### config.mk
export PLATFORM = sky130hd
export DESIGN_NAME = clock_time_ctrl
export DESIGN_NICKNAME = d
export VERILOG_FILES = /design/src/rtl/clock_time_ctrl.sv
export SDC_FILE = /design/constraint.sdc
export NUM_CORES = 1
export LEC_CHECK = 0
export ABC_AREA = 1
export BUFFER_PORTS_ARGS = -buffer_cell sky130_fd_sc_hd__buf_2
export CORE_ASPECT_RATIO = 0.6
export CORE_UTILIZATION = 35
export DETAILED_ROUTE_END_ITERATION = 8
export GPL_TIMING_DRIVEN = 0
export MAX_ROUTING_LAYER = met4
export PLACE_DENSITY = 0.54
export REMOVE_ABC_BUFFERS = 1
export SETUP_SLACK_MARGIN = 0.5
export SYNTH_ARGS = -nofsm -noshare
export SYNTH_HDL_FRONTEND = slang
export SYNTH_SLANG_ARGS = --single-unit
### constraint.sdc
create_clock -name Clk -period 3.3 [get_ports Clk]
set_input_delay 0.165 -clock Clk [delete_from_list [all_inputs] [get_ports Clk]]
set_output_delay 0.165 -clock Clk [all_outputs]
set_load 0.01 [all_outputs]
### src/rtl/clock_time_ctrl.sv
// clock_time_ctrl: 1 s tick prescaler, blink strobe and time-set FSM with edit buffer for the HH:MM:SS counter.
// Define CLOCK_CTRL_AUTOREPEAT_EN to add held-key auto-repeat of up/down in the SET_* states.
module clock_time_ctrl #(
    parameter int TICK_DIV   = 50_000_000,
    parameter int BLINK_DIV  = 25_000_000,
    parameter int REPEAT_DLY = 25_000_000
) (
    input  logic       Clk,
    input  logic       reset_n,
    input  logic       key_mode,
    input  logic       key_up,
    input  logic       key_down,
    input  logic [4:0] cur_h,
    input  logic [5:0] cur_m,
    input  logic [5:0] cur_s,
    output logic       tick_1s,
    output logic       load,
    output logic [4:0] load_h,
    output logic [5:0] load_m,
    output logic [5:0] load_s,
    output logic [1:0] mode,
    output logic       blink
);
    localparam logic [2:0] RUN = 3'd0, SET_H = 3'd1, SET_M = 3'd2, SET_S = 3'd3, COMMIT = 3'd4;
    localparam int TW = $clog2(TICK_DIV);
    localparam int BW = $clog2(BLINK_DIV);
    localparam logic [TW-1:0] T_MAX = TW'(TICK_DIV - 1);
    localparam logic [BW-1:0] B_MAX = BW'(BLINK_DIV - 1);

    if (TICK_DIV < 4 || BLINK_DIV < 2 || REPEAT_DLY < 1) begin : g_bad_param
        $error("clock_time_ctrl: divider parameter out of range");
    end

    logic [2:0]    state;
    logic [2:0]    k_s1, k_s2, k_d;
    logic [TW-1:0] pre;
    logic [BW-1:0] bcnt;
    logic          p_mode, p_up, p_dn, in_set, step_up, step_dn, edit;

    function automatic logic [5:0] wrap_step(input logic [5:0] v, input logic [5:0] top, input logic up);
        return up ? (v == top ? 6'd0 : v + 6'd1) : (v == 6'd0 ? top : v - 6'd1);
    endfunction

    // key vectors are ordered {mode, up, down}
    assign {p_mode, p_up, p_dn} = k_s2 & ~k_d;
    assign in_set  = state == SET_H || state == SET_M || state == SET_S;
    assign mode    = state[1:0];
    assign load    = state == COMMIT;
    assign tick_1s = state == RUN && pre == T_MAX;
    assign edit    = in_set && !p_mode && (step_up ^ step_dn);

`ifdef CLOCK_CTRL_AUTOREPEAT_EN
    localparam int RW = $clog2(REPEAT_DLY + 1);
    localparam logic [RW-1:0] R_MAX    = RW'(REPEAT_DLY);
    localparam logic [RW-1:0] R_RELOAD = RW'(REPEAT_DLY - BLINK_DIV + 1);
    logic [RW-1:0] rcnt;
    logic          held, rep;
    // rcnt is 0 in the press cycle, so the first repeat lands REPEAT_DLY cycles later
    assign held    = in_set && !p_mode && (k_s2[1] || k_s2[0]);
    assign rep     = held && rcnt == R_MAX;
    assign step_up = p_up || (rep && k_s2[1]);
    assign step_dn = p_dn || (rep && k_s2[0]);
    always_ff @(posedge Clk or negedge reset_n)
        if (!reset_n) rcnt <= '0;
        else rcnt <= !held ? '0 : rep ? R_RELOAD : rcnt + 1'b1;
`else
    assign step_up = p_up;
    assign step_dn = p_dn;
`endif

    always_ff @(posedge Clk or negedge reset_n) begin
        if (!reset_n) begin
            state  <= RUN;
            k_s1   <= '0;
            k_s2   <= '0;
            k_d    <= '0;
            pre    <= '0;
            bcnt   <= '0;
            blink  <= 1'b0;
            load_h <= '0;
            load_m <= '0;
            load_s <= '0;
        end else begin
            k_s1  <= {key_mode, key_up, key_down};
            k_s2  <= k_s1;
            k_d   <= k_s2;
            pre   <= (state != RUN || pre == T_MAX) ? '0 : pre + 1'b1;
            bcnt  <= (!in_set || p_mode || bcnt == B_MAX) ? '0 : bcnt + 1'b1;
            blink <= (!in_set || p_mode) ? 1'b0 : blink ^ (bcnt == B_MAX);
            state <= state == COMMIT ? RUN : !p_mode ? state : state == SET_S ? COMMIT : state + 3'd1;
            if (state == RUN && p_mode) begin
                load_h <= cur_h;
                load_m <= cur_m;
                load_s <= cur_s;
            end
            if (edit && state == SET_H) load_h <= 5'(wrap_step({1'b0, load_h}, 6'd23, step_up));
            if (edit && state == SET_M) load_m <= wrap_step(load_m, 6'd59, step_up);
            if (edit && state == SET_S) load_s <= wrap_step(load_s, 6'd59, step_up);
        end
    end
endmodule

Yosys cells after proc, flatten, opt, wreduce, memory -nomap -nowiden

Index checks and enable logic that the tools add are counted.

Register bits: 81
Input port bits: 22
Logic and storage cells: 76
Output and inout bits: 22

Equal/unequal tests: 9
Bitwise gates (word level): 4
Mux-type cells: 21
Add/subtract/negate cells: 9
Reduce and logical (&&, ||, !) cells: 23

Operators by type and width:

| cell                                                                | number |
|---|---|
| 6-bit two-way mux                                                   | 10 |
| 26-bit by 1-bit adder with 26-bit output (second input constant)    | 1 |
| 26-bit == test (second input constant)                              | 1 |
| 26-bit two-way mux                                                  | 1 |
| 25-bit by 1-bit adder with 25-bit output (second input constant)    | 1 |
| 25-bit == test (second input constant)                              | 1 |
| 25-bit two-way mux                                                  | 1 |
| 5-bit two-way mux                                                   | 5 |
| 6-bit by 1-bit adder with 6-bit output (second input constant)      | 2 |
| 6-bit == test (second input constant)                               | 2 |
| 6-bit zero test                                                     | 2 |
| 6-bit by 1-bit subtractor with 6-bit output (second input constant) | 2 |
| 3-bit two-way mux                                                   | 3 |
| 2-bit nonzero test                                                  | 4 |
| 1-bit logical AND                                                   | 7 |
| 3-bit by 2-bit == test with 1-bit output (second input constant)    | 2 |
| 5-bit by 1-bit adder with 5-bit output (second input constant)      | 1 |
| 5-bit == test (second input constant)                               | 1 |
| 5-bit zero test                                                     | 1 |
| 1-bit logical OR                                                    | 5 |
| 5-bit by 1-bit subtractor with 5-bit output (second input constant) | 1 |
| 3-bit by 1-bit adder with 3-bit output (second input constant)      | 1 |
| 3-bit bitwise AND                                                   | 1 |
| 3-bit by 1-bit == test with 1-bit output (second input constant)    | 1 |
| 7 further kinds                                                     | 9 |

Logic depth before layout (Yosys ltp)

Depth in word-level cells: 7
Depth in mapped cells: 11
Mapped depth without buffers: 11

Worst setup path before layout

Ideal clock, no wire load.

Path kind: register to register
Start point: reg state[0]
End point: reg bcnt[11]
Setup time: 0.119 ns
Required time: 3.181 ns
Stages on the path, launching flop included: 10
Path buffers: 1
Arrival time: 1.541 ns
Setup slack: 1.640 ns
Clock period less this slack: 1.660 ns
Cell sequence: dfrtp_1 -> ha_1 -> ha_1 -> inv_1 -> nand3_1 -> nand2_2 -> inv_1 -> nand2_4 -> buf_12 -> nor2_2

Longest elaborated chain between the ends: 7
Elaborated cells on any way between the ends: 9
Those cells by class: eq/ne (3); mux (1); reduce/logical (5)

RTL lines:

| element                                                                                                     | line | source |
|---|---|---|
| start, declared                                                                                             | 34   | `logic [2:0] state;` |
| start signal, assigned                                                                                      | 90   | `state <= state == COMMIT ? RUN : !p_mode ? state : state == SET_S ? COMMIT : state + 3'd1;` |
| 3-bit by 1-bit == test with 1-bit output / 3-bit by 2-bit == test with 1-bit output (equally long branches) | 46   | `assign in_set = state == SET_H \|\| state == SET_M \|\| state == SET_S;` |
| 1-bit logical OR                                                                                            | 46   |  |
| 1-bit logical OR *                                                                                          | 46   |  |
| 1-bit zero test *                                                                                           | 88   | `bcnt <= (!in_set \|\| p_mode \|\| bcnt == B_MAX) ? '0 : bcnt + 1'b1;` |
| 1-bit logical OR * (2 in a row)                                                                             | 88   |  |
| 25-bit two-way mux *                                                                                        | 88   |  |
| end signal, assigned                                                                                        | 88   |  |
| end, declared                                                                                               | 37   | `logic [BW-1:0] bcnt;` |

Mark *: on every way between the ends. The rest lies on a longest branch, timed or not.
A chain may end at the register's enable or synchronous reset.

Final worst setup path

Start point: reg pre[0]
End point: out tick_1s

Longest elaborated chain between the ends: 2

RTL lines:

| element                | line | source |
|---|---|---|
| start, declared        | 36   | `logic [TW-1:0] pre;` |
| start signal, assigned | 87   | `pre <= (state != RUN \|\| pre == T_MAX) ? '0 : pre + 1'b1;` |
| 26-bit == test         | 49   | `assign tick_1s = state == RUN && pre == T_MAX;` |
| 1-bit logical AND      | 49   |  |
| end, declared          | 16   | `output logic tick_1s,` |

No other way between the ends.

==> out/results.txt <==
status = finished clean
Clock Power Share = 29.1%
first-pass GRT wire length = 22,400 µm
Critical Path Slowest Stage Cell = dfrtp_1
Post-Synthesis Cells = 775
crit path kind = flop to output port
Clock Latency Late Sink = 340 ps
Cell Chain, Critical Path = ha_1 > nand2_1 > nor2_4 > nand2_1 > nor2_1 > nand2_1 > nor2_1 > buf_2
Max Root-Sink Buffers = 2
Setup Buffers After CTS = 0
HPWL Detailed = 10,210 µm
register area = 2027 µm²
period utilization = 65.87%
Unique masters post-synth = 28
crit path time final = 2174 ps
Power Total = 3990 µW
total global routing overflow = 0
area of the multi-input gates = 2839 µm²
Filler cells = 1,578
setup TNS = 0 ps
pwr/cell area = 651.4 nW/µm²
Required @ worst endpoint = 3130 ps
CP top delay family = simple AND/OR/NAND/NOR gates
RSZ-0062 raised after global routing = false
share of cells above drive strength 1 = 13.56%
Vias/cell = 4.684
Tightest Hold Check Type = input pin to flop
Ports = 44
PortBufs = 43
Clock Pin Slew Worst Setup and Hold Paths = 60 ps
CTS Sinks = 81
Synth Cell Area = 5368 µm²
Final Net Count = 858
starting density of the core = 36.47%
most frequent cells in the layout = nand2_1, nor2_1, inv_1, dfrtp_1, nand3_1
Worst EP arrival = 2010 ps
combinational share of power = 35.7%
total wire length = 13,360 µm
Internal Power = 2372 µW
FF+latch count, synth = 81
core area = 14,720 µm²
post-synthesis area per instance = 6.926 µm²
chip height = 97.93 µm
All-Layer GR Usage = 18.59%
Wirelength per Cell = 13.05 µm
Max Clk Rate = 0.4601 GHz
slowest stage delay, CP = 360 ps
most common cell after layout, fill and taps aside = nand2_1
# DRC = 0
Seq/Total Area, Yosys = 37.76%
actual slew at the worst max-slew pin = 603.5 ps
Max-slew headroom = 59.55%
Ant. Diodes = 0
Max-Cap Viols = 0
via count = 4,796
Hold Vio Cnt, Final = 0
# setup viols final = 0
Worst path most repeated cell = nand2_1
Max VDD drop = 303.2 µV
routability-driven placement congestion ratio = 0.8617
CTS tree = built
Reg power frac = 35.2%
H-tree levels = 3
Net Sw Frac = 40.57%
critical path startpoint category = flop
Setup Skew = 12.33 ps
post-route ant nets = 0
Yosys warnings = 0
# rows = 34
Slew Limit Fails = 0
antenna violations before repair = 0
Min Hold Slack = 56.83 ps
sw power = 1619 µW
Critical Path End Type = output port
die area = 15,850 µm²
Initial DRC Count = 361
Clk Tree Root Cell = clkbuf_16
drt first pass iters = 5
area grow syn2layout = 14.13%
vias in the first global route = 4,320
Leakage = 0.002849 µW
CTS Buf Count = 9
Crit path buffers/inverters = 1
Crit Path Max Fanout = 6
largest net degree at the start of global routing = 43
Die Width = 161.9 µm
==> worst paths after layout <==
kind	from	to	slack, ps	depth (start not counted)
max in group asynchronous	reset_n	pre[20]$_DFF_PN0_	2310	3
min	cur_m[2]	load_m[2]$_DFFE_PN0P_	60	3
max	pre[0]$_DFF_PN0_	tick_1s	1130	8
min in group asynchronous	reset_n	load_m[5]$_DFFE_PN0P_	350	2
min reg2reg	k_s1[0]$_DFF_PN0_	k_s2[0]$_DFF_PN0_	350	0
max reg2reg	state[0]$_DFFE_PN0P_	load_s[1]$_DFFE_PN0P_	1210	10
==> what timing repair did <==
item / CTS / global route
gates resized for setup: 0 / 0
hold endpoints to repair: 44 / 0
hold buffers: 4 / 0
==> synth_stat cells (all sizes together) <==
cell type | instances | area share (%)
xnor2 | 4 | 0.65
inv | 104 | 7.3
nand2 | 251 | 18
nor3b | 1 | 0.14
nor3 | 29 | 3.5
dfrtp | 81 | 38
buf | 12 | 2.0
a21oi | 6 | 0.63
nor2 | 128 | 11
o21ai | 19 | 1.8
ha | 15 | 3.5
a31oi | 1 | 0.12
nand4 | 24 | 2.9
xor2 | 21 | 3.4
clkbuf | 1 | 0.070
nand3 | 78 | 7.3
==> sequential cells by signal, indices dropped and copies added, names as in the netlist <==
| name | flops |
|---|---|
| blink | 1 |
| load_s | 6 |
| load_m | 6 |
| state | 3 |
| load_h | 5 |
| k_s2 | 3 |
| bcnt | 25 |
| k_s1 | 3 |
| pre | 26 |
| k_d | 3 |
==> worst register-to-register path, stage by stage (launching register included) <==
cell and delay [ps]:
dfrtp_1 400, inv_1 110, ha_1 230, nand2_1 100, inv_2 90, nand2_1 400
inv_1 210, nand2_1 110, nand2_1 50, o21ai_0 170, nand2_1 100
==> per-layer routing <==
metal	GRT usage (%)	vias to the layer above	wire length, µm
li1	-	2520	-
met1	30.98	2163	8006
met2	21.62	105	4503
met3	3.823	8	768
met4	3.338	0	85
met5	-	-	0
==> layout make-up <==
class	instances	share of cell area [%]
clock buffers	10	3.738
repair buffers	48	4.534
well taps	198	4.044
inverters	104	6.373
flip-flops and latches	81	33.09
multi-input cells	577	46.34
clock inverters	6	1.879
==> cell families (layout without fill, tap and decap cells) <==
| family | count (synthesis) | in the layout | synth area share (%) |
|---|---|---|---|
| xor+xnor | 25 | 25 | 4.079 |
| buf+inv | 117 | 168 | 9.347 |
| simple gates | 511 | 511 | 42.80 |
| flops | 81 | 81 | 37.76 |
| compound gates | 26 | 26 | 2.517 |
| fa+ha+maj | 15 | 15 | 3.497 |
==> metrics by stage <==
stage / utilization (%) / worst slack, ps / cells / cell area [µm²]
after floorplan: - / 1544 / 762 / 5256
after global placement: 38.86 / 1158 / 1003 / 5719
after detailed placement: 39.01 / 1157 / 1004 / 5742
after CTS: 41.62 / 1146 / 1024 / 6126
after global routing: 41.62 / 965.8 / 1024 / 6126
final: 41.62 / 1126 / 1024 / 6126
==> power by group through the flow <==
stage / Clock, µW / Sequential (µW) / Combinational (µW)
after global placement: 0 / 1420 / 1420
after detailed placement: 0 / 1410 / 1430
after floorplan: 0 / 1400 / 967
after CTS: 1190 / 1400 / 1430
after global routing: 1230 / 1430 / 1650
final: 1160 / 1400 / 1430
Note: power is estimated with default switching activity, not from simulation.
